### config.mk
export PLATFORM = sky130hd
export DESIGN_NAME = aq_dtu_cdc_evt_arb
export DESIGN_NICKNAME = d
export VERILOG_FILES = /design/src/rtl/aq_dtu_cdc_pkg.sv /design/src/rtl/aq_dtu_cdc_ack_sync.sv /design/src/rtl/aq_dtu_cdc_evt_arb.sv
export SDC_FILE = /design/constraint.sdc
export NUM_CORES = 1
export LEC_CHECK = 0
export ABC_AREA = 1
export CAP_MARGIN = 0
export CORE_MARGIN = 2
export CORE_UTILIZATION = 50
export DETAILED_ROUTE_END_ITERATION = 10
export DONT_BUFFER_PORTS = 1
export PLACE_DENSITY = 0.7
export SYNTH_ARGS = -nofsm -noshare
export SYNTH_HDL_FRONTEND = slang
export SYNTH_SLANG_ARGS = --single-unit
### constraint.sdc
create_clock -name clk -period 2.45 [get_ports clk]
set_clock_uncertainty 0.05 [all_clocks]
set_input_delay 0.49 -clock clk [delete_from_list [all_inputs] [get_ports clk]]
set_output_delay 0.49 -clock clk [all_outputs]
set_load 0.005 [all_outputs]
### src/rtl/aq_dtu_cdc_pkg.sv
// Shared definitions for the DTU debug-event CDC arbiter: FSM encoding and
// default configuration constants.
package aq_dtu_cdc_pkg;

    typedef enum logic [1:0] {
        CDC_IDLE = 2'b00,
        CDC_REQ  = 2'b01,
        CDC_REL  = 2'b10
    } cdc_state_e;

    localparam int AQ_DTU_CDC_NUM_REQ_DEF = 4;
    localparam int AQ_DTU_CDC_TIMEOUT_DEF = 255;
    localparam int AQ_DTU_CDC_SYNC_STAGES = 3;

endpackage

### src/rtl/aq_dtu_cdc_ack_sync.sv
// Three-flop level synchronizer bringing the destination acknowledge into the
// source clock domain; all stages reset to 0.
module aq_dtu_cdc_ack_sync
    import aq_dtu_cdc_pkg::*;
(
    input  logic clk,
    input  logic rst_n,
    input  logic ack_lvl_i,
    output logic ack_s_o
);

    logic [AQ_DTU_CDC_SYNC_STAGES-1:0] sync_q;

    always_ff @(posedge clk or negedge rst_n) begin
        if (!rst_n) begin
            sync_q <= '0;
        end else begin
            sync_q <= {sync_q[AQ_DTU_CDC_SYNC_STAGES-2:0], ack_lvl_i};
        end
    end

    assign ack_s_o = sync_q[AQ_DTU_CDC_SYNC_STAGES-1];

endmodule

### src/rtl/aq_dtu_cdc_evt_arb.sv
// Round-robin arbiter sharing one 4-phase req/ack level CDC channel among
// NUM_REQ event sources. Optional ack timeout: define AQ_DTU_CDC_TIMEOUT_EN.
module aq_dtu_cdc_evt_arb
    import aq_dtu_cdc_pkg::*;
#(
    parameter int NUM_REQ     = AQ_DTU_CDC_NUM_REQ_DEF,
    parameter int ID_W        = $clog2(NUM_REQ),
    parameter int TIMEOUT_CYC = AQ_DTU_CDC_TIMEOUT_DEF
) (
    input  logic               clk,
    input  logic               rst_n,
    input  logic [NUM_REQ-1:0] evt_req,
    output logic [NUM_REQ-1:0] evt_ovf,
    output logic               cdc_req_lvl,
    output logic [ID_W-1:0]    cdc_id,
    input  logic               cdc_ack_lvl,
    output logic               busy,
    output logic               evt_done,
    output logic [ID_W-1:0]    done_id,
    output logic               cdc_timeout
);

    // Rotate so the search starts just after the last grant, then take the
    // lowest set bit of the rotated vector.
    function automatic logic [ID_W-1:0] rr_pick(input logic [NUM_REQ-1:0] pend,
                                                input logic [ID_W-1:0]    last);
        logic [NUM_REQ-1:0] rot;
        logic [ID_W-1:0]    pick;
        logic               found;
        rot   = NUM_REQ'({pend, pend} >> (int'(last) + 1));
        pick  = '0;
        found = 1'b0;
        for (int k = 0; k < NUM_REQ; k++) begin
            if (!found && rot[k]) begin
                found = 1'b1;
                pick  = ID_W'((int'(last) + 1 + k) % NUM_REQ);
            end
        end
        return pick;
    endfunction

    logic ack_s;

    aq_dtu_cdc_ack_sync u_ack_sync (
        .clk       (clk),
        .rst_n     (rst_n),
        .ack_lvl_i (cdc_ack_lvl),
        .ack_s_o   (ack_s)
    );

    cdc_state_e         state_q, state_d;
    logic [NUM_REQ-1:0] pending_q, pending_d;
    logic [NUM_REQ-1:0] clr;
    logic [ID_W-1:0]    last_q, last_d;
    logic [ID_W-1:0]    id_q, id_d;
    logic               req_q, req_d;
    logic               done_q, done_d;
    logic [ID_W-1:0]    done_id_q, done_id_d;
    logic [ID_W-1:0]    sel;

`ifdef AQ_DTU_CDC_TIMEOUT_EN
    localparam int CNT_W = $clog2(TIMEOUT_CYC + 1);
    logic [CNT_W-1:0] cnt_q, cnt_d;
    logic             tmo_q, tmo_d;
    logic             aborted_q, aborted_d;
`endif

    always_comb begin
        state_d   = state_q;
        last_d    = last_q;
        id_d      = id_q;
        req_d     = req_q;
        done_d    = 1'b0;
        done_id_d = done_id_q;
        clr       = '0;
        sel       = rr_pick(pending_q, last_q);
`ifdef AQ_DTU_CDC_TIMEOUT_EN
        tmo_d     = 1'b0;
        aborted_d = aborted_q;
        cnt_d     = (state_q == CDC_REQ) ? cnt_q + 1'b1 : '0;
`endif
        case (state_q)
            CDC_IDLE: begin
                if (|pending_q) begin
                    clr     = {{(NUM_REQ-1){1'b0}}, 1'b1} << sel;
                    last_d  = sel;
                    id_d    = sel;
                    req_d   = 1'b1;
                    state_d = CDC_REQ;
                end
            end
            CDC_REQ: begin
                if (ack_s) begin
                    req_d   = 1'b0;
                    state_d = CDC_REL;
                end
`ifdef AQ_DTU_CDC_TIMEOUT_EN
                else if (cnt_q == CNT_W'(TIMEOUT_CYC - 1)) begin
                    // Abandon the event; REL still waits for a quiet ack line.
                    req_d     = 1'b0;
                    tmo_d     = 1'b1;
                    aborted_d = 1'b1;
                    state_d   = CDC_REL;
                end
`endif
            end
            CDC_REL: begin
                if (!ack_s) begin
                    state_d = CDC_IDLE;
`ifdef AQ_DTU_CDC_TIMEOUT_EN
                    aborted_d = 1'b0;
                    if (!aborted_q) begin
                        done_d    = 1'b1;
                        done_id_d = id_q;
                    end
`else
                    done_d    = 1'b1;
                    done_id_d = id_q;
`endif
                end
            end
            default: state_d = CDC_IDLE;
        endcase
    end

    // A new pulse on the bit being granted re-arms it rather than merging.
    assign pending_d = (pending_q & ~clr) | evt_req;
    assign evt_ovf   = evt_req & pending_q & ~clr;

    always_ff @(posedge clk or negedge rst_n) begin
        if (!rst_n) begin
            state_q   <= CDC_IDLE;
            pending_q <= '0;
            last_q    <= ID_W'(NUM_REQ - 1);
            id_q      <= '0;
            req_q     <= 1'b0;
            done_q    <= 1'b0;
            done_id_q <= '0;
        end else begin
            state_q   <= state_d;
            pending_q <= pending_d;
            last_q    <= last_d;
            id_q      <= id_d;
            req_q     <= req_d;
            done_q    <= done_d;
            done_id_q <= done_id_d;
        end
    end

`ifdef AQ_DTU_CDC_TIMEOUT_EN
    always_ff @(posedge clk or negedge rst_n) begin
        if (!rst_n) begin
            cnt_q     <= '0;
            tmo_q     <= 1'b0;
            aborted_q <= 1'b0;
        end else begin
            cnt_q     <= cnt_d;
            tmo_q     <= tmo_d;
            aborted_q <= aborted_d;
        end
    end

    assign cdc_timeout = tmo_q;
`else
    logic unused_tmo_cfg;
    assign unused_tmo_cfg = (TIMEOUT_CYC != 0);
    assign cdc_timeout    = 1'b0;
`endif

    assign cdc_req_lvl = req_q;
    assign cdc_id      = id_q;
    assign busy        = (state_q != CDC_IDLE);
    assign evt_done    = done_q;
    assign done_id     = done_id_q;

endmodule

==> flow_summary.json <==
{
  "cts-root-buf": "clkbuf_4",
  "cp_cell_sequence": "nand2_1 > nand2_1 > nand2_1 > nand2_2 > nand4_1 > nor2_1 > nor2_4 > a31oi_1",
  "critical_path_cell_count": 8,
  "finalSetupViolCount": 0,
  "antenna_violating_nets_post_route": 0,
  "syn-instance-count": 136,
  "fp-row-count": 16,
  "placedCellCount": 160,
  "postSynthNetCount": 143,
  "netSwitchingFraction_pct": 53.6,
  "critical_path_arrival_ns": 1.89,
  "layout.cells.non_filler": 168,
  "status": "finished clean",
  "syn_area_per_cell_um2": 7.79,
  "dp.final_hpwl_um": 1600,
  "worst_hold_path.num_cells": 0,
  "r2r_setup_slack_ns": 0.67,
  "required_ns": 1.91,
  "remaining_global_route_overflow": 0,
  "core_um2": 1980,
  "initial_antenna_violation_count": 0,
  "io_buffer_count": 0,
  "die_area_um2": 2500,
  "ff_to_ff_path_depth": 11,
  "comb_pwr_share_pct": 62.4,
  "cts.clk_slew.worst_paths_ns": 0.10,
  "netlist_area_um2": 1060,
  "fin_total_pwr_w": 0.00186,
  "net-switching-power_w": 0.000998,
  "hold_slack_ns": 0.158,
  "cp-end-kind": "output port",
  "total_cell_area_at_the_placement_stage_um2": 1070,
  "slew_violations": 0,
  "cts_made_buffers": 3,
  "power.internal_w": 0.000865,
  "share_of_cells_above_drive_strength_1_pct": 27.7,
  "totalNegativeSetupSlack_ns": 0,
  "reg_to_reg_startpoint": "last_q[0]",
  "max-vdd-ir-drop_mv": 0.787,
  "gp_congestion": 0.855,
  "max-clock-path-buffers": 2,
  "initial_utilization_pct": 53.5,
  "pwr-share-seq_pct": 29.3,
  "floorplan.die.width_um": 50.0,
  "top_level_ports": 19,
  "avgViaCountPerCell": 5.24,
  "die_h_um": 50.0,
  "worst_setup_path_endpoint": "evt_ovf[1]",
  "htree_levels": 1,
  "detail_route.first_pass.iterations": 4,
  "ys_ff_latch": 17,
  "crit_buf_inv": 0,
  "min_period_ns": 2.43,
  "synth_seq_area_share_pct": 40.4,
  "yosys_most_used_dff": "dfrtp_1",
  "diodes": 0,
  "num-nets-final": 149,
  "synth_cell_types": 26,
  "crit_path_top_delay_cell": "dfstp_2",
  "maxClockFrequency_mhz": 411,
  "wl_per_cell_um": 12.7,
  "min_path_type": "in2reg",
  "dominant_cell_by_count_in_the_synthesized_netlist": "nand2_1",
  "finalInstanceArea_um2": 1140,
  "critPathTopFamily": "simple AND/OR/NAND/NOR gates",
  "crit_path_frequent_cell": "nand2_1",
  "routed_wl_um": 2140,
  "clkPwrFrac_pct": 8.3,
  "clk-insertion-delay-late_ns": 0.30,
  "max_transition_margin_pct": 48.6,
  "synth.area.top_cells": "dfrtp_1 35%, nand2_1 16%, nand3_2 5.7%",
  "rr_endpoint": "pending_q[0]",
  "routed-via-count": 881,
  "tritoncts_num_sinks": 17,
  "synth.yosys.warnings": 0,
  "ys_top_cells_by_count": "44 x nand2_1, 15 x dfrtp_1, 15 x inv_1",
  "drv.max_cap_violation_count": 0,
  "number_of_flops_mapped_to_enable_cells_by_yosys": 0,
  "setup.worst_path.start": "last_q[0]",
  "p_per_area_nw_per_um2": 1630,
  "synth-async-reset-ratio_pct": 100,
  "first_pass_grt_wire_length_um": 3510,
  "timing.final.crit_share_pct": 99.2,
  "drcViolationCount": 0,
  "cts_tree": "done",
  "grt_pass1_vias": 751,
  "post_synthesis_to_final_layout_area_growth_pct": 8.03,
  "grt_start_max_net_pins": 18,
  "timing.critical_path.slowest_cell_delay_ns": 0.65,
  "worst_setup_path_start_kind": "register",
  "total_leakage_power_nw": 0.585,
  "drt_first_iter_violations": 10,
  "timing_worst_setup_path_type": "reg2out",
  "tightest_slew_ns": 0.768,
  "number_of_failing_hold_endpoints_at_the_final_stage": 0,
  "crit_path_max_fanout": 8,
  "grt_util_all_layers_pct": 19.3,
  "netlist.top_cell.by_area": "dfrtp_1",
  "setup_repair_after_global_routing_missed_its_margin": "yes",
  "synthDominantCellAreaShare_pct": 35.4
}
==> metal layers <==
| layer | global-route usage (%) | share of wire (%) | wire, um | up-vias |
|---|---|---|---|---|
| li1 | - | - | - | 437 |
| met1 | 22.8 | 44 | 946 | 406 |
| met2 | 31.1 | 48 | 1030 | 31 |
| met3 | 6.06 | 5.8 | 123 | 7 |
| met4 | 10.2 | 2.0 | 42 | 0 |
| met5 | 0 | 0 | 0 | - |
==> final cells by class <==
cell class                 count  area [um^2]
fill                         186          837
multi-input combinational     96          542
sequential                    17          428
inverter                      20         82.6
tap                           27         33.8
timing repair buffer           4         32.5
clock buffer                   4         26.3
==> state kept, by name (all words and copies together), names as in the netlist <==
| signal | flops |
|---|---|
| evt_done | 1 |
| pending_q | 4 |
| done_id | 2 |
| last_q | 2 |
| state_q | 2 |
| cdc_req_lvl | 1 |
| cdc_id | 2 |
| u_ack_sync.sync_q | 3 |
==> logic make-up (layout without fill, tap and decap cells) <==
| logic type | count (synthesis) | count (layout) | synth area share, % |
|---|---|---|---|
| compound gates | 10 | 10 | 4.96 |
| buf+inv | 23 | 28 | 10.3 |
| flops | 17 | 17 | 40.4 |
| other cells | 1 | 1 | 0.354 |
| simple gates | 85 | 85 | 44.0 |
==> power by group through the flow <==
| stage | combinational (W) | sequential (W) | clock [W] |
|---|---|---|---|
| 3_5_place_dp | 0.00104 | 0.000555 | 0 |
| 6_report | 0.00116 | 0.000546 | 0.000154 |
| 5_1_grt | 0.00130 | 0.000560 | 0.000175 |
| 3_3_place_gp | 0.00101 | 0.000546 | 0 |
| 4_1_cts | 0.00107 | 0.000545 | 0.000161 |
| 2_1_floorplan | 0.000940 | 0.000476 | 0 |
==> layout by cell type, fill, tap and decap left out, drive strengths merged <==
cell type    count
nand2           54
inv             19
nand3           18
dfrtp           15
nor2             7
o21ai            6
nand4            4
clkbuf           4
buf              3
a31oi            2
dfstp            2
a21oi            2
clkinv           1
nor4             1
or2              1
conb             1
dlygate4sd3      1
==> worst reg2reg max path, stage by stage (launching register included) <==
cell and delay, ns:
dfstp_2 0.65, inv_6 0.08, nand2_2 0.08, nand3_2 0.09, nand2_4 0.13, nand3_1 0.11, nand3_2 0.11, nand2_4 0.08
nor2_2 0.12, nand2_1 0.06, nand2_1 0.06, nand2_1 0.06
==> how the worst min path moves through the flow <==
stage / from / end / slack, ns
2_1_floorplan: rst_n / cdc_id[0] / 0.14
3_3_place_gp: rst_n / evt_done / 0.14
3_5_place_dp: rst_n / evt_done / 0.14
4_1_cts: cdc_ack_lvl / u_ack_sync.sync_q[0] / 0.15
5_1_grt: cdc_ack_lvl / u_ack_sync.sync_q[0] / 0.13
6_report: cdc_ack_lvl / u_ack_sync.sync_q[0] / 0.16
==> metrics by stage <==
stage          utilization (%)  worst slack [ns]
6_report                  57.8            0.0190
5_1_grt                   57.8            -0.121
4_1_cts                   56.1            0.0213
3_5_place_dp              53.9             0.328
3_3_place_gp              53.9             0.368
2_1_floorplan                -             0.480
==> what timing repair did <==
item                       CTS  global route
pin swaps                    0             3
gates cloned                 0             0
hold endpoints to repair    17             0
setup endpoints to repair    2             4
buffers inserted             1             2
resized for setup            0             5
hold buffers                 1             0
(Power assumes the default switching activity.)
